File: config.mk
export PLATFORM = sky130hd
export DESIGN_NAME = cpu_run_monitor
export DESIGN_NICKNAME = d
export VERILOG_FILES = /design/src/rtl/cpu_run_monitor.sv
export SDC_FILE = /design/constraint.sdc
export NUM_CORES = 1
export LEC_CHECK = 0
export BUFFER_PORTS_ARGS = -buffer_cell sky130_fd_sc_hd__clkbuf_2
export CAP_MARGIN = 20
export CORE_AREA = 5 5 289 178
export CTS_CLUSTER_SIZE = 10
export DETAILED_ROUTE_END_ITERATION = 6
export DIE_AREA = 0 0 294 183
export GPL_ROUTABILITY_DRIVEN = 0
export GPL_TIMING_DRIVEN = 0
export PLACE_DENSITY_LB_ADDON = 0.08
export SLEW_MARGIN = 0
export SYNTH_ARGS = -nofsm -noshare
export SYNTH_HDL_FRONTEND = slang
export SYNTH_SLANG_ARGS = --single-unit
File: constraint.sdc
create_clock -name clk -period 6.4 [get_ports clk]
set_clock_uncertainty 0.2 [all_clocks]
set_input_delay 0.64 -clock clk [delete_from_list [all_inputs] [get_ports clk]]
set_output_delay 0.64 -clock clk [all_outputs]
set_load 0.005 [all_outputs]
File: src/rtl/cpu_run_monitor.sv
// -----------------------------------------------------------------------------
// cpu_run_monitor
//
// Run monitor for the single-cycle CPU. It watches the program counter,
// the instruction word and the register-file write port. It decides when a
// program has finished, either because the end address was reached or because
// the pc stopped moving (jump-to-self). A cycle-timeout guard covers programs
// that never finish. While running, it counts cycles and register writebacks.
// Each writeback is also captured into a first-word-fall-through trace FIFO
// that a testbench or debug host can drain.
//
// Optional feature (compile-time macro CPU_RUN_MONITOR_SYSCALL_HALT_EN):
//   When defined, a syscall instruction (opcode 0, funct 6'h0C) seen in RUN
//   also ends the run, with the same priority as the end_pc match.
//   When undefined, the instruction word is not inspected at all.
//
// Ports:
//   clk            system clock, rising edge
//   reset          asynchronous, active-high
//   start          single-cycle pulse; begins or restarts a run (ignored in RUN)
//   end_pc         address of the last instruction
//   pc             CPU program counter
//   instruction    instruction at pc
//   reg_we         register-file write enable
//   reg_waddr      register-file write address
//   reg_wdata      register-file write data
//   trace_rd       pop the trace FIFO head
//   trace_valid    FIFO not empty
//   trace_addr     head entry register number
//   trace_data     head entry data
//   trace_overflow sticky: a writeback was dropped because the FIFO was full
//   running        state is RUN
//   done           state is DONE
//   timeout        state is TIMEOUT
//   cycle_count    cycles spent in RUN
//   wb_count       accepted writebacks, dropped ones included
// -----------------------------------------------------------------------------
module cpu_run_monitor #(
    parameter int ADDR_WIDTH     = 32,
    parameter int DATA_WIDTH     = 32,
    parameter int TRACE_DEPTH    = 16,
    parameter int TIMEOUT_CYCLES = 1024,
    parameter int STALL_LIMIT    = 4
) (
    input  logic                  clk,
    input  logic                  reset,
    input  logic                  start,
    input  logic [ADDR_WIDTH-1:0] end_pc,
    input  logic [ADDR_WIDTH-1:0] pc,
    input  logic [31:0]           instruction,
    input  logic                  reg_we,
    input  logic [4:0]            reg_waddr,
    input  logic [DATA_WIDTH-1:0] reg_wdata,
    input  logic                  trace_rd,
    output logic                  trace_valid,
    output logic [4:0]            trace_addr,
    output logic [DATA_WIDTH-1:0] trace_data,
    output logic                  trace_overflow,
    output logic                  running,
    output logic                  done,
    output logic                  timeout,
    output logic [31:0]           cycle_count,
    output logic [31:0]           wb_count
);

    localparam int PTR_W   = (TRACE_DEPTH > 1) ? $clog2(TRACE_DEPTH) : 1;
    localparam int CNT_W   = PTR_W + 1;
    localparam int STALL_W = $clog2(STALL_LIMIT) + 1;
    localparam int ENTRY_W = DATA_WIDTH + 5;

    localparam logic [31:0]         TMO_LAST   = 32'(TIMEOUT_CYCLES - 1);
    localparam logic [STALL_W-1:0]  STALL_LAST = STALL_W'(STALL_LIMIT - 1);
    localparam logic [CNT_W-1:0]    FIFO_FULL  = CNT_W'(TRACE_DEPTH);

    typedef enum logic [1:0] {
        ST_IDLE    = 2'd0,
        ST_RUN     = 2'd1,
        ST_DONE    = 2'd2,
        ST_TIMEOUT = 2'd3
    } state_t;

    state_t               state_r;
    state_t               state_nxt_s;
    logic                 running_s;
    logic                 done_s;
    logic                 timeout_s;
    logic                 running_r;
    logic                 done_r;
    logic                 timeout_r;

    logic [31:0]          cycle_count_r;
    logic [31:0]          wb_count_r;
    logic                 overflow_r;

    logic [STALL_W-1:0]   stall_cnt_r;
    logic [ADDR_WIDTH-1:0] prev_pc_r;

    logic [ENTRY_W-1:0]   mem_r [TRACE_DEPTH];
    logic [PTR_W-1:0]     wr_ptr_r;
    logic [PTR_W-1:0]     rd_ptr_r;
    logic [CNT_W-1:0]     fifo_cnt_r;
    logic [CNT_W-1:0]     fifo_cnt_nxt_s;
    logic                 trace_valid_r;
    logic [ENTRY_W-1:0]   head_s;

    logic                 run_s;
    logic                 start_s;
    logic                 pc_same_s;
    logic                 syscall_s;
    logic                 halt_s;
    logic                 tmo_s;
    logic                 wb_req_s;
    logic                 fifo_empty_s;
    logic                 fifo_full_s;
    logic                 pop_s;
    logic                 push_s;
    logic                 drop_s;
    logic                 unused_instr_s;

    // A start pulse only counts outside RUN; a start during a run is ignored.
    assign run_s     = (state_r == ST_RUN);
    assign start_s   = start & ~run_s;
    assign pc_same_s = (pc == prev_pc_r);

`ifdef CPU_RUN_MONITOR_SYSCALL_HALT_EN
    assign syscall_s      = (instruction[31:26] == 6'd0) && (instruction[5:0] == 6'h0C);
    assign unused_instr_s = ^instruction[25:6];
`else
    assign syscall_s      = 1'b0;
    assign unused_instr_s = ^instruction;
`endif

    // The stall counter holds the number of earlier equal-pc cycles. When it
    // is already at STALL_LIMIT-1 and this cycle repeats the pc again, the pc
    // has been unchanged for STALL_LIMIT cycles.
    assign halt_s  = run_s & ((pc == end_pc) | syscall_s | (pc_same_s & (stall_cnt_r == STALL_LAST)));
    assign tmo_s   = run_s & ~halt_s & (cycle_count_r == TMO_LAST);

    assign wb_req_s     = run_s & reg_we & (reg_waddr != 5'd0);
    assign fifo_empty_s = (fifo_cnt_r == {CNT_W{1'b0}});
    assign fifo_full_s  = (fifo_cnt_r == FIFO_FULL);
    // A pop on an empty FIFO is meaningless. A push into a full FIFO is
    // accepted only when a pop frees a slot in the same cycle.
    assign pop_s        = trace_rd & ~fifo_empty_s;
    assign push_s       = wb_req_s & (~fifo_full_s | pop_s);
    assign drop_s       = wb_req_s & fifo_full_s & ~pop_s;

    // FSM state and registered state decodes
    always_ff @(posedge clk or posedge reset) begin
        if (reset) begin
            state_r   <= ST_IDLE;
            running_r <= 1'b0;
            done_r    <= 1'b0;
            timeout_r <= 1'b0;
        end else begin
            state_r   <= state_nxt_s;
            running_r <= running_s;
            done_r    <= done_s;
            timeout_r <= timeout_s;
        end
    end

    // FSM next-state: halt has priority over timeout
    always_comb begin
        state_nxt_s = state_r;
        case (state_r)
            ST_IDLE, ST_DONE, ST_TIMEOUT: begin
                if (start_s) begin
                    state_nxt_s = ST_RUN;
                end else begin
                    state_nxt_s = state_r;
                end
            end
            ST_RUN: begin
                if (halt_s) begin
                    state_nxt_s = ST_DONE;
                end else if (tmo_s) begin
                    state_nxt_s = ST_TIMEOUT;
                end else begin
                    state_nxt_s = ST_RUN;
                end
            end
            default: state_nxt_s = ST_IDLE;
        endcase
    end

    // FSM outputs: decode of the upcoming state, registered alongside it
    always_comb begin
        running_s = 1'b0;
        done_s    = 1'b0;
        timeout_s = 1'b0;
        case (state_nxt_s)
            ST_RUN:     running_s = 1'b1;
            ST_DONE:    done_s    = 1'b1;
            ST_TIMEOUT: timeout_s = 1'b1;
            default: begin
                running_s = 1'b0;
                done_s    = 1'b0;
                timeout_s = 1'b0;
            end
        endcase
    end

    // Run counters and sticky overflow; frozen outside RUN
    always_ff @(posedge clk or posedge reset) begin
        if (reset) begin
            cycle_count_r <= 32'd0;
            wb_count_r    <= 32'd0;
            overflow_r    <= 1'b0;
        end else if (start_s) begin
            cycle_count_r <= 32'd0;
            wb_count_r    <= 32'd0;
            overflow_r    <= 1'b0;
        end else if (run_s) begin
            cycle_count_r <= cycle_count_r + 32'd1;
            if (wb_req_s) begin
                wb_count_r <= wb_count_r + 32'd1;
            end
            if (drop_s) begin
                overflow_r <= 1'b1;
            end
        end
    end

    // Stall detection: consecutive cycles where pc repeats the previous value
    always_ff @(posedge clk or posedge reset) begin
        if (reset) begin
            stall_cnt_r <= {STALL_W{1'b0}};
            prev_pc_r   <= {ADDR_WIDTH{1'b0}};
        end else if (start_s) begin
            stall_cnt_r <= {STALL_W{1'b0}};
            prev_pc_r   <= pc;
        end else if (run_s) begin
            stall_cnt_r <= pc_same_s ? (stall_cnt_r + STALL_W'(1)) : {STALL_W{1'b0}};
            prev_pc_r   <= pc;
        end
    end

    // FIFO occupancy after this edge
    always_comb begin
        fifo_cnt_nxt_s = fifo_cnt_r;
        if (start_s) begin
            fifo_cnt_nxt_s = {CNT_W{1'b0}};
        end else begin
            case ({push_s, pop_s})
                2'b10:   fifo_cnt_nxt_s = fifo_cnt_r + CNT_W'(1);
                2'b01:   fifo_cnt_nxt_s = fifo_cnt_r - CNT_W'(1);
                default: fifo_cnt_nxt_s = fifo_cnt_r;
            endcase
        end
    end

    // FIFO pointers, occupancy and registered not-empty flag
    always_ff @(posedge clk or posedge reset) begin
        if (reset) begin
            wr_ptr_r      <= {PTR_W{1'b0}};
            rd_ptr_r      <= {PTR_W{1'b0}};
            fifo_cnt_r    <= {CNT_W{1'b0}};
            trace_valid_r <= 1'b0;
        end else begin
            fifo_cnt_r    <= fifo_cnt_nxt_s;
            trace_valid_r <= (fifo_cnt_nxt_s != {CNT_W{1'b0}});
            if (start_s) begin
                wr_ptr_r <= {PTR_W{1'b0}};
                rd_ptr_r <= {PTR_W{1'b0}};
            end else begin
                if (push_s) begin
                    wr_ptr_r <= wr_ptr_r + PTR_W'(1);
                end
                if (pop_s) begin
                    rd_ptr_r <= rd_ptr_r + PTR_W'(1);
                end
            end
        end
    end

    // FIFO storage; contents are only observable through a valid head
    always_ff @(posedge clk) begin
        if (push_s && !start_s) begin
            mem_r[wr_ptr_r] <= {reg_waddr, reg_wdata};
        end
    end

    // Fall-through head, forced to zero while the FIFO is empty so that the
    // outputs read 0 after reset instead of stale storage.
    assign head_s         = mem_r[rd_ptr_r];
    assign trace_valid    = trace_valid_r;
    assign trace_addr     = trace_valid_r ? head_s[ENTRY_W-1:DATA_WIDTH] : 5'd0;
    assign trace_data     = trace_valid_r ? head_s[DATA_WIDTH-1:0] : {DATA_WIDTH{1'b0}};
    assign trace_overflow = overflow_r;
    assign running        = running_r;
    assign done           = done_r;
    assign timeout        = timeout_r;
    assign cycle_count    = cycle_count_r;
    assign wb_count       = wb_count_r;

endmodule

* Word level (Yosys, flattened, before mapping) *
Memories as Yosys holds them, arrays and structs flattened.
Index checks and enable logic that the tools add are counted.
Widths: inputs -> output; s select.

cells by class
  $add $sub $neg = 7
  equality and inequality tests = 13
  multiplexer cells = 30
  bitwise gates (word level) = 18
  reductions and logical operators = 14

operators with widths
  operator               number
  $mux 32                8
  $add 32x1->32 const B  2
  $eq 32x32->1           2
  $eq 32x10->1 const B   1
  $mux 4                 4
  $and 1x1->1            11
  $eq 2x2->1 const B     5
  $mux 5                 2
  $pmux 5 s2             1
  $reduce_bool 2->1      5
  $reduce_bool 5->1      2
  $mux 3                 3
  $add 4x1->4 const B    2
  $mux 1                 8
  $eq 2x1->1 const B     3
  $mux 2                 3
  $add 5x1->5 const B    1
  $eq 5x5->1 const B     1
  $logic_not 5->1        1
  $not 1->1              5
  $sub 5x1->5 const B    1
  $pmux 2 s2             1
  $reduce_and 2->1       2
  $add 3x1->3 const B    1
  6 further kinds        7

storage, ports and cells
  flip-flop bits (word level) = 119
  memory bits (writable) = 592
  input bits = 138
  output and inout bits = 106
  word-level logic and storage cells = 96
  memories = 1

memory list
  name   depth  width  read ports  clocked after memory_dff  write ports  line  RTL
  mem_r  16     37     1           0                         1            98    logic [ENTRY_W-1:0] mem_r [TRACE_DEPTH];

* Longest topological paths before layout *
Gate-level depths: netlist (run 1).

  depth after elaboration = 12
  gate-level depth with buffers = 11
  gate-level depth less buffers = 10

* Least setup slack after synthesis (run 1) *
No wires, ideal clock.

  kind = input-to-reg
  start = in reg_we
  end = mem mem_r[3][0] (netlist bit) (enable)
  library setup time = 524 ps
  data arrival time = 4783 ps
  data required time = 5676 ps
  setup slack = 893 ps
  stages on the path = 5
  buffers on the path = 1
  cells stage by stage = and3b_1 o21a_1 buf_6 nand2b_1 nor4_1

between the ends
  word-level cells in the longest chain between the ends = 6

ends and longest elaborated chain
  item                          line  RTL
  start: declaration            51    input logic reg_we,
  $and 1x1->1 (2 in series)     139   assign wb_req_s = run_s & reg_we & (reg_waddr != 5'd0);
  $and 1x1->1                   145   assign push_s = wb_req_s & (~fifo_full_s | pop_s);
  $logic_and 1x1->1             279   if (push_s && !start_s) begin
  $mux 1                        279
  $mux 1 (not written as such)  280   mem_r[wr_ptr_r] <= {reg_waddr, reg_wdata};
  end: declaration              98

Every way passes these cells.

* Worst setup path after layout (run 1) *
  start = reg rd_ptr_r[1]
  end = out trace_data[7]

between the ends
  word-level cells in the longest chain between the ends = 2

ends and longest elaborated chain
  item                      line  RTL
  start: declaration        100   logic [PTR_W-1:0] rd_ptr_r;
  start signal: assignment  257   rd_ptr_r <= {PTR_W{1'b0}};
  start signal: assignment  265   rd_ptr_r <= {PTR_W{1'b0}};
  start signal: assignment  271   rd_ptr_r <= rd_ptr_r + PTR_W'(1);
  $mem_v2 16x37             --
  $mux 32                   289   assign trace_data = trace_valid_r ? head_s[DATA_WIDTH-1:0] : {DATA_WIDTH{1'b0}};
  end: declaration          57    output logic [DATA_WIDTH-1:0] trace_data,

Every way passes these cells.

==> results.md, run 1 <==
- Outcome: complete, no violations
- Initial core utilization: 59.0%
- Global routing's busiest layer: met2
- Clk root buf: clkbuf_16
- Min-delay src: pc[20]
- Switch Pwr: 3950 uW
- Gr usage total: 25.4%
- Met3 Use GR: 4.58%
- Number of gates resized after CTS: 0
- Post-Syn Instances: 1487
- Main synth FF type: edfxtp_1
- Router iterations before antenna repair: 5
- Syn_nets: 1635
- Highest Clock Rate: 213 MHz
- Setup Fix Bufs, Post-CTS: 0
- Drc violations: 0
- Initial antenna violation count: 0
- Min Hold Slack: 0.142 ns
- Startpoint types: flop
- Yosys reg bits: 711
- Clk Latency, worst-skew pair: 0.60 ns
- Layout cells sized above 1: 32.6%
- Power, Total: 13700 uW
- Minimum clock period: 4.70 ns
- Final HPWL DP: 44000 um
- GRT met1 Usage: 38.7%
- Library cells used by synthesis: 50
- Overall routed net length: 67500 um
- Initial drt markers: 1643
- Slew headroom: 29.0%
- CP Data Arrival Time: 3.86 ns
- Critical path peak fanout: 10
- N_diodes: 0
- Die width: 294 um
- Crit path capture type: output port
- Seq/Total Area, Yosys: 72.3%
- Final period utilization: 73.5%
- First-pass GRT wire length: 101000 um
- Core Region: 48600 um^2
- Logic pwr share: 29.6%
- Worst hold path class: in2reg
- Reg2Reg Setup Slack: 2.82 ns
- Via/cell ratio: 6.15
- Hold Path Depth: 2
- Vias in the first global route: 15933
- Avg WL per Cell: 26.7 um
- Worst-path clk slew: 0.06 ns
- Worst R2R Path Depth: 7
- Int Power: 9780 uW
- Slew @ Worst Pin: 1.06 ns
- Met2 usage: 40.2%
- Vias: 15555
- P per Cell Area: 406 nW/um^2
- TritonCTS clock tree: yes
- Die height: 183 um
- Maxcap violations: 0
- P_leak: 0.0119 uW
- Hold EP: prev_pc_r[20]
- Clock sink count: 711
- FF-to-FF End: mem_r[6][5]
- Final setup viols: 0
- Largest net degree at the start of global routing: 77
- # IOs: 244
- Most frequent cells in the layout: 592 x edfxtp_1, 211 x clkbuf_2, 185 x mux4_2
- Final Hold Fails: 0
- Critical path type: reg2out
- Die Area: 53800 um^2
- GRT overflow: 0
- Detail Route Antenna Nets: 0
- Mapped Area: 28700 um^2
- Sw Ratio: 28.8%
- EDFF count, synth: 592
- Async SR Flop Fraction: 16.7%
- Hold buffers post-CTS: 1
- Max-slew violation count: 0
- Seq pwr share: 41.2%
- Final net count: 2000
- Port Buffer Count: 211
- Yosys warns: 0
- Num CTS Buffers: 81
- Syn avg cell area: 19.3 um^2
- Most common cell after layout, fill and taps aside: edfxtp_1
- # rows: 63
- Power share of the clock group: 29.2%
- Layout area overhead: 17.7%
- RSZ-0062 raised after global routing: false
- Crit. Startpoint: rd_ptr_r[1]
- H-Tree Level Count: 3
- Max Buffers Root-to-Sink: 3
- Maximum VDD drop: 0.245 mV
- Reg-to-Reg Start: state_r[1]
- Critical Path RT: 5.56 ns
==> stage by stage <==
stage / area [um^2] / setup slack, ns / setup TNS [ns] / std cells / utilization [%]
2_1_floorplan: 28700 / 0.893 / 0 / 1487 / -
3_3_place_gp: 30600 / -3.69 / -823.49 / 2348 / 62.9
3_5_place_dp: 31400 / 2.25 / 0 / 2408 / 64.6
4_1_cts: 33600 / 1.59 / 0 / 2521 / 69.2
5_1_grt: 33800 / 1.49 / 0 / 2531 / 69.5
6_report: 33800 / 1.70 / 0 / 2531 / 69.5
==> logic make-up after synthesis <==
| group | Yosys count | share of synthesized area (%) |
|---|---|---|
| fa+ha+maj | 10 | 0.436 |
| simple gates | 299 | 5.55 |
| mux | 239 | 16.5 |
| buf+inv | 77 | 1.04 |
| xor+xnor | 96 | 2.93 |
| flops | 711 | 72.3 |
| compound gates | 55 | 1.21 |
==> final cells by class <==
class | count | area (um^2)
tap | 650 | 813
multi-input combinational | 699 | 7740
buffer | 63 | 245
clock buffer | 106 | 2120
sequential | 711 | 20800
timing repair buffer | 282 | 1970
clock inverter | 6 | 90.1
inverter | 14 | 57.6
fill | 3085 | 14800
==> power by group through the flow <==
stage | sequential [uW] | combinational, uW | clock (uW)
floorplan | 5710 | 2460 | 0
global placement | 5780 | 3760 | 0
detailed placement | 5740 | 3990 | 0
CTS | 5660 | 4010 | 4090
global route | 5690 | 4350 | 4310
finish | 5660 | 4070 | 4010
==> layer usage <==
layer	vias up	routed length [um]
li1	6699	-
met1	8153	29200
met2	608	32700
met3	95	4640
met4	0	1080
met5	-	0
==> Yosys cell counts, types with 8 or more instances <==
cell type / number / area share (%)
nand3_1: 33 / 0.58
o211ai_1: 8 / 0.21
o21ai_0: 19 / 0.33
and2_1: 46 / 1.0
xnor2_1: 42 / 1.3
mux4_2: 185 / 15
inv_1: 14 / 0.18
a21oi_1: 9 / 0.16
ha_1: 10 / 0.44
xor2_1: 54 / 1.6
and3_1: 8 / 0.17
nor3_1: 14 / 0.24
nand2_1: 65 / 0.85
edfxtp_1: 592 / 62
mux2_2: 32 / 1.3
nor4_1: 25 / 0.54
buf_1: 15 / 0.20
dfrtp_1: 119 / 10
nand4_1: 25 / 0.54
o31ai_1: 8 / 0.21
clkbuf_1: 46 / 0.60
mux2i_1: 21 / 0.73
nor2_1: 49 / 0.64
==> worst max-delay path by stage <==
stage / end / slack [ns] / depth (start not counted)
global placement: mem_r[2][16] / -3.69 / 6
global route: trace_data[3] / 1.49 / 7
finish: trace_data[7] / 1.70 / 7
floorplan: mem_r[3][0] / 0.89 / 5
detailed placement: trace_data[11] / 2.25 / 7
CTS: trace_data[7] / 1.59 / 7
==> registers in the layout, summed over array words and instances, names as in the netlist <==
signal          cells
trace_valid         1
rd_ptr_r            4
mem_r             592
timeout             1
prev_pc_r          32
trace_overflow      1
wr_ptr_r            4
done                1
fifo_cnt_r          5
stall_cnt_r         3
state_r             2
cycle_count        32
wb_count           32
running             1
==> critical path, stage by stage (launching register included) <==
cell and delay, ns:
dfrtp_1 0.36, clkbuf_1 0.31, clkbuf_1 0.53, clkbuf_1 0.85, mux4_2 0.43, mux4_2 0.50
and2_1 0.17, clkbuf_2 0.11
Note: power is estimated with default switching activity, not from simulation.
==> run 2, diff against run 1 <==
==> constraint.sdc (replaced) <==
create_clock -name clk -period 4.8 [get_ports clk]
set_clock_uncertainty 0.2 [all_clocks]
set_input_delay 0.48 -clock clk [delete_from_list [all_inputs] [get_ports clk]]
set_output_delay 0.48 -clock clk [all_outputs]
set_load 0.005 [all_outputs]
==> run 2 against run 1 <==
Against the previous run: sequential cell count unchanged; clock power increased by 33%; setup slack lost 1.4 ns; first-iteration DRC count decreased by 0.79%; worst hold slack worse by 0.099 ns; critical endpoint unchanged; highest routed layer unchanged.
==> results.md, run 2 (synthesized netlist as in run 1, its figures left out) <==
- Hold EP: cycle_count[1]
- Gr usage total: 25.7% (+0.27 points)
- Num CTS Buffers: 81 (unchanged)
- TritonCTS clock tree: yes
- H-Tree Level Count: 3 (unchanged)
- Most used cell, CP: clkbuf_1
- FF-to-FF End: mem_r[6][6]
- Clk root buf: clkbuf_16
- Clock sink count: 711 (unchanged)
- Layout area overhead: 18.8%
- Max Buffers Root-to-Sink: 3 (unchanged)
- CP top delay family: buffers and inverters
- P_leak: 0.0120 uW (+1.1%)
- Outcome: complete, no violations
- CP Data Arrival Time: 3.83 ns (-0.03 ns)
- Initial antenna violation count: 0 (unchanged)
- Via/cell ratio: 6.12 (-0.45%)
- First-pass GRT wire length: 102000 um (+1.1%)
- Critical path peak fanout: 10 (unchanged)
- Fin cells: 2563 (+1.3%)
- Power, Total: 18300 uW (+33%)
- Worst hold path class: in2reg
- GRT overflow: 0 (unchanged)
- WP buf/inv: 4 (unchanged)
- Reg2Reg Setup Slack: 1.21 ns (-1.61 ns)
- Register with the most flip-flops: mem_r
- Vias in the first global route: 16168 (+1.5%)
- Initial core utilization: 59.0% (unchanged)
- Startpoint types: flop
- Detail Route Antenna Nets: 0 (unchanged)
- Highest Clock Rate: 222 MHz
- Max-slew violation count: 0 (unchanged)
- Largest net degree at the start of global routing: 77 (unchanged)
- Clk Latency, worst-skew pair: 0.60 ns (about the same)
- Min setup slack post-route: 0.286 ns (-1.41 ns)
- Final HPWL DP: 44000 um (unchanged)
- Min-delay src: start
- Final Hold Fails: 0 (unchanged)
- Maximum VDD drop: 0.327 mV (+33%)
- Worst slack, placed: 0.811 ns (-1.44 ns)
- RSZ-0062 raised after global routing: false
- Most frequent cells in the layout: 592 x edfxtp_1, 211 x clkbuf_2, 185 x mux4_2
- # rows: 63 (unchanged)
- Vias: 15680 (+0.80%)
- Die width: 294 um (unchanged)
- Layout cells sized above 1: 32.0% (-0.55 points)
- Crit path largest cell delay: 0.85 ns (about the same)
- N_diodes: 0 (unchanged)
- Slew @ Worst Pin: 1.06 ns (-0.00120 ns)
- Minimum clock period: 4.51 ns
- Critical Path RT: 4.12 ns (-1.44 ns)
- Most common cell after layout, fill and taps aside: edfxtp_1
- Die Area: 53800 um^2 (unchanged)
- Worst R2R Path Depth: 7 (unchanged)
- Setup Fix Bufs, Post-CTS: 0 (unchanged)
- Avg WL per Cell: 26.6 um (-0.17%)
- Number of gates resized after CTS: 0 (unchanged)
- Worst-path clk slew: 0.06 ns (about the same)
- Port Buffer Count: 211 (unchanged)
- Drc violations: 0 (unchanged)
- Cell Chain, Critical Path: clkbuf_1 -> clkbuf_1 -> clkbuf_1 -> mux4_2 -> mux4_2 -> and2_1 -> clkbuf_2
- Hold Path Depth: 4 (+2)
- Max reg flops: 592 (unchanged)
- Crit path capture type: output port
- Die height: 183 um (unchanged)
- Dpl cells: 2408 (unchanged)
- Final setup viols: 0 (unchanged)
- Overall routed net length: 68300 um (+1.1%)
- Maxcap violations: 0 (unchanged)
- P per Cell Area: 537 nW/um^2 (+32%)
- Setup tns final: 0 ns (unchanged)
- # IOs: 244 (unchanged)
- Critical path type: reg2out
- Core Region: 48600 um^2 (unchanged)
- Router iterations before antenna repair: 5 (unchanged)
- Final period utilization: 94.0%
- Reg-to-Reg Start: state_r[1]
- Final net count: 2032 (+1.6%)
- Slowest CP cell: clkbuf_1
- Initial drt markers: 1630 (-0.79%)
- Slew headroom: 29.5% (+0.46 points)
-- run 2: per-stage QoR --
step / hold WS (ns) / utilization, % / area, um^2
after global routing: 0.0590 / 70.1 / 34100
final: 0.0430 / 70.1 / 34100
after global placement: 0.266 / 62.9 / 30600
after detailed placement: 0.282 / 64.6 / 31400
after CTS: 0.0260 / 69.8 / 34000
after floorplan: 0.250 / - / 28700
-- run 2: worst min-delay path, delay by kind of cell --
family / cells / cell delay [ns]
buffers and inverters: 2 / 0.21
AND/OR/NAND/NOR: 2 / 0.12
-- run 2: final cells by class --
cell class | instances | area, um^2
Sequential cell | 711 | 20800
Clock inverter | 6 | 90.1
Tap cell | 650 | 813
Fill cell | 3055 | 14500
Timing Repair Buffer | 314 | 2290
Inverter | 14 | 57.6
Buffer | 63 | 245
Clock buffer | 106 | 2120
Multi-Input combinational cell | 699 | 7740
-- run 2: where the power goes --
part           switching, uW  internal (uW)  total [uW]
logic                   2730           2710        5440
clock network           2270           3070        5350
registers                266           7280        7540
-- run 2: worst max-delay path by stage --
stage	from	endpoint	slack [ns]	cells past startpoint
floorplan	reg_we	mem_r[3][0]	-0.55	5
global placement	reg_waddr[0]	mem_r[2][16]	-5.13	6
detailed placement	rd_ptr_r[0]	trace_data[11]	0.81	7
CTS	rd_ptr_r[0]	trace_data[7]	0.15	7
global route	rd_ptr_r[0]	trace_data[3]	0.05	7
finish	rd_ptr_r[1]	trace_data[7]	0.29	7
-- run 2: metal layers --
layer	wire (um)	vias to the layer above	GRT usage [%]
met2	33100	608	40.9
met5	0	-	0
li1	-	6765	-
met3	4590	88	4.58
met1	29400	8219	38.8
met4	1120	0	4.95
-- run 2: repair_timing --
| action | CTS | global route |
|---|---|---|
| hold buffers | 33 | 0 |
| endpoints found under the hold margin | 75 | 0 |
| setup endpoints to repair | 0 | 0 |
==> run 3, diff against run 2 <==
--- a/config.mk
+++ b/config.mk
@@ -5,12 +5,14 @@
 export SDC_FILE = /design/constraint.sdc
 export NUM_CORES = 1
 export LEC_CHECK = 0
+export ABC_AREA = 1
 export BUFFER_PORTS_ARGS = -buffer_cell sky130_fd_sc_hd__clkbuf_2
 export CAP_MARGIN = 20
-export CORE_AREA = 5 5 289 178
+export CORE_AREA = 5 5 296 182
+export CTS_BUF_LIST = sky130_fd_sc_hd__clkbuf_16
 export CTS_CLUSTER_SIZE = 10
 export DETAILED_ROUTE_END_ITERATION = 6
-export DIE_AREA = 0 0 294 183
+export DIE_AREA = 0 0 301 187
 export GPL_ROUTABILITY_DRIVEN = 0
 export GPL_TIMING_DRIVEN = 0
 export PLACE_DENSITY_LB_ADDON = 0.08
==> run 3 against run 2 <==
Against the previous run: setup slack gained 0.023 ns; combinational power grew 21%; worst hold slack lost 0.018 ns.
==> results.md, run 3 <==
- Worst hold path class: in2reg
- TritonCTS clock tree: yes
- Outcome: complete, no violations
- Critical Path RT: 4.12 ns (about the same)
- CP Data Arrival Time: 3.81 ns (-0.02 ns)
- Syn avg cell area: 11.7 um^2 (-39%)
- RSZ-0062 raised after global routing: false
- Largest family of logic cells by synthesized area: compound AO/OA/AOI/OAI gates
- Most frequent cells in the layout: 592 x edfxtp_1, 382 x nor2_1, 354 x o21ai_0
- Detail Route Antenna Nets: 0 (unchanged)
- Maxcap violations: 0 (unchanged)
- Synth Area in Compound Gates: 12.8% (+12 points)
- Slew headroom: 18.6% (-11 points)
- Startpoint types: flop
- Post-synthesis mux area share: 0.137% (-16 points)
- Max-slew violation count: 0 (unchanged)
- Async SR Flop Fraction: 16.7% (unchanged)
- Area leader, netlist: edfxtp_1
- Via/cell ratio: 6.41 (+4.7%)
- Core Region: 50600 um^2 (+4.1%)
- Final HPWL DP: 65600 um (+49%)
- Drc violations: 0 (unchanged)
- Area after DPL: 32800 um^2 (+4.3%)
- Port Buffer Count: 211 (unchanged)
- Layout cells sized above 1: 15.9% (-16 points)
- Routed wl met3: 14700 um (+220%)
- Layout area overhead: 17.0%
- Fraction of the mapped netlist area in adder cells: 0.415% (-0.021 points)
- Overall routed net length: 96600 um (+42%)
- Clk Latency, worst-skew pair: 0.62 ns (+0.02 ns)
- Worst-path clk slew: 0.06 ns (about the same)
- Setup Fix Bufs, Post-CTS: 0 (unchanged)
- Initial antenna violation count: 4 (+4)
- Num CTS Buffers: 81 (unchanged)
- Finished Cell Area: 35300 um^2 (+3.5%)
- Mapped Area: 30200 um^2 (+5.1%)
- Met1 wire length: 38800 um (+32%)
- Min Hold Slack: 0.0251 ns (-0.0180 ns)
- Post-Syn Instances: 2570 (+73%)
- Most common cell after layout, fill and taps aside: edfxtp_1
- Yosys warns: 0 (unchanged)
- Number of gates resized after CTS: 0 (unchanged)
- Router iterations before antenna repair: 6 (+1)
- Yosys reg bits: 711 (unchanged)
- # rows: 64 (+1.6%)
- EDFF count, synth: 592 (unchanged)
- Initial core utilization: 59.6% (+0.60 points)
- Final net count: 3073 (+51%)
- Largest cells by area after synthesis: edfxtp_1 59%, dfrtp_1 9.9%, o21ai_0 5.9%
- Crit path capture type: output port
- Max Buffers Root-to-Sink: 3 (unchanged)
- P_leak: 0.0129 uW (+7.8%)
- First-pass GRT wire length: 142000 um (+38%)
- P per Cell Area: 553 nW/um^2 (+2.9%)
- Most common cell in the netlist: edfxtp_1
- XOR/XNOR share of the synthesized area: 1.48% (-1.4 points)
- GRT overflow: 0 (unchanged)
- Initial drt markers: 3893 (+140%)
- Top cell type's share of synthesized area: 58.9% (-3.0 points)
- Library cells used by synthesis: 50 (unchanged)
- Clock sink count: 711 (unchanged)
- Avg WL per Cell: 26.5 um (-0.65%)
- Largest net degree at the start of global routing: 80 (+3.9%)
- Slew @ Worst Pin: 1.22 ns (+0.163 ns)
- Die height: 187 um (+2.2%)
- Critical path type: reg2out
- Die Area: 56300 um^2 (+4.6%)
- Seq/Total Area, Yosys: 68.8% (-3.5 points)
- Maximum VDD drop: 0.334 mV (+2.3%)
- Final setup viols: 0 (unchanged)
- Max reg flops: 592 (unchanged)
- Top Metal Used: met5
- # IOs: 244 (unchanged)
- Routed wl met2: 40100 um (+21%)
- Gr usage total: 33.7% (+7.9 points)
- Minimum clock period: 4.49 ns (-0.0234 ns)
- Main synth FF type: edfxtp_1
- Highest Clock Rate: 223 MHz (+0.52%)
- Critical path peak fanout: 10 (unchanged)
- H-Tree Level Count: 3 (unchanged)
- Register with the most flip-flops: mem_r
- Final Hold Fails: 0 (unchanged)
- Simple-Gate Fraction of Synth Area: 12.7% (+7.1 points)
- Die width: 301 um (+2.4%)
- Vias in the first global route: 22140 (+37%)
- Final period utilization: 93.6% (-0.49 points)
- Clk root buf: clkbuf_16
- Vias: 23396 (+49%)
- Synth top cells by count: 592 x edfxtp_1, 394 x nor2_1, 354 x o21ai_0, 255 x nand2_1
- Syn_nets: 2718 (+66%)
==> run 3: cells by family after synthesis <==
logic type      Yosys count
xor+xnor                 51
buf+inv                 273
mux                       4
flops                   711
compound gates          645
fa+ha+maj                10
simple gates            876
==> run 3: critical path, cell delays in order (launching register included) <==
cell	delay, ns
dfrtp_1	0.53
inv_2	0.16
clkbuf_1	0.56
clkbuf_1	0.56
o21ai_0	0.22
o221ai_1	0.33
nand3_1	0.18
a21oi_1	0.45
clkbuf_2	0.20
==> run 3: cell type report <==
cell class,count,area (um^2)
Sequential cell,711,20800
Fill cell,3612,15300
Multi-Input combinational cell,1586,8390
Clock buffer,82,2050
Timing Repair Buffer,272,1910
Tap cell,693,867
Buffer,144,651
Inverter,129,494
Clock inverter,33,178
Antenna cell,1,2.50
==> run 3: power by group <==
part	total [uW]	leakage [uW]	switching, uW	internal, uW
Sequential	7540	0.00687	279	7260
Clock	5430	0.00118	2380	3050
Combinational	6560	0.00488	4720	1840
Total	19500	0.0129	7380	12100
==> run 3: path summary, 6_finish.rpt <==
check,startpoint,endpoint,slack [ns],depth (start not counted)
max,rd_ptr_r[1],trace_data[17],0.31,8
min,pc[21],prev_pc_r[21],0.03,3
max reg2reg,state_r[1],mem_r[1][36],1.13,10
min reg2reg,stall_cnt_r[2],stall_cnt_r[2],0.29,2
max in group asynchronous,reset,cycle_count[17],3.42,4
min in group asynchronous,reset,wb_count[26],0.21,3
==> run 3: metal layers <==
layer | vias up | global-route usage (%)
li1 | 10053 | -
met1 | 11332 | 51.5
met2 | 1796 | 46.6
met3 | 213 | 10.8
met4 | 2 | 9.83
met5 | - | 0
==> run 3: what timing repair did <==
item / in CTS / in global routing
hold endpoints to repair: 68 / 0
hold buffers: 29 / 0
setup endpoints to repair: 0 / 0
==> run 3: metrics by stage <==
step                      utilization (%)  setup TNS (ns)  total power, uW  instances  setup slack (ns)
final                                69.8               0            19500       3651             0.309
after global routing                 69.8               0            20200       3651             0.245
after CTS                            69.8               0            19300       3650             0.470
after detailed placement             64.8               0            13900       3506             0.975
after global placement               63.4         -982.55            13600       3474             -3.33
after floorplan                         -               0            10900       2570             0.516
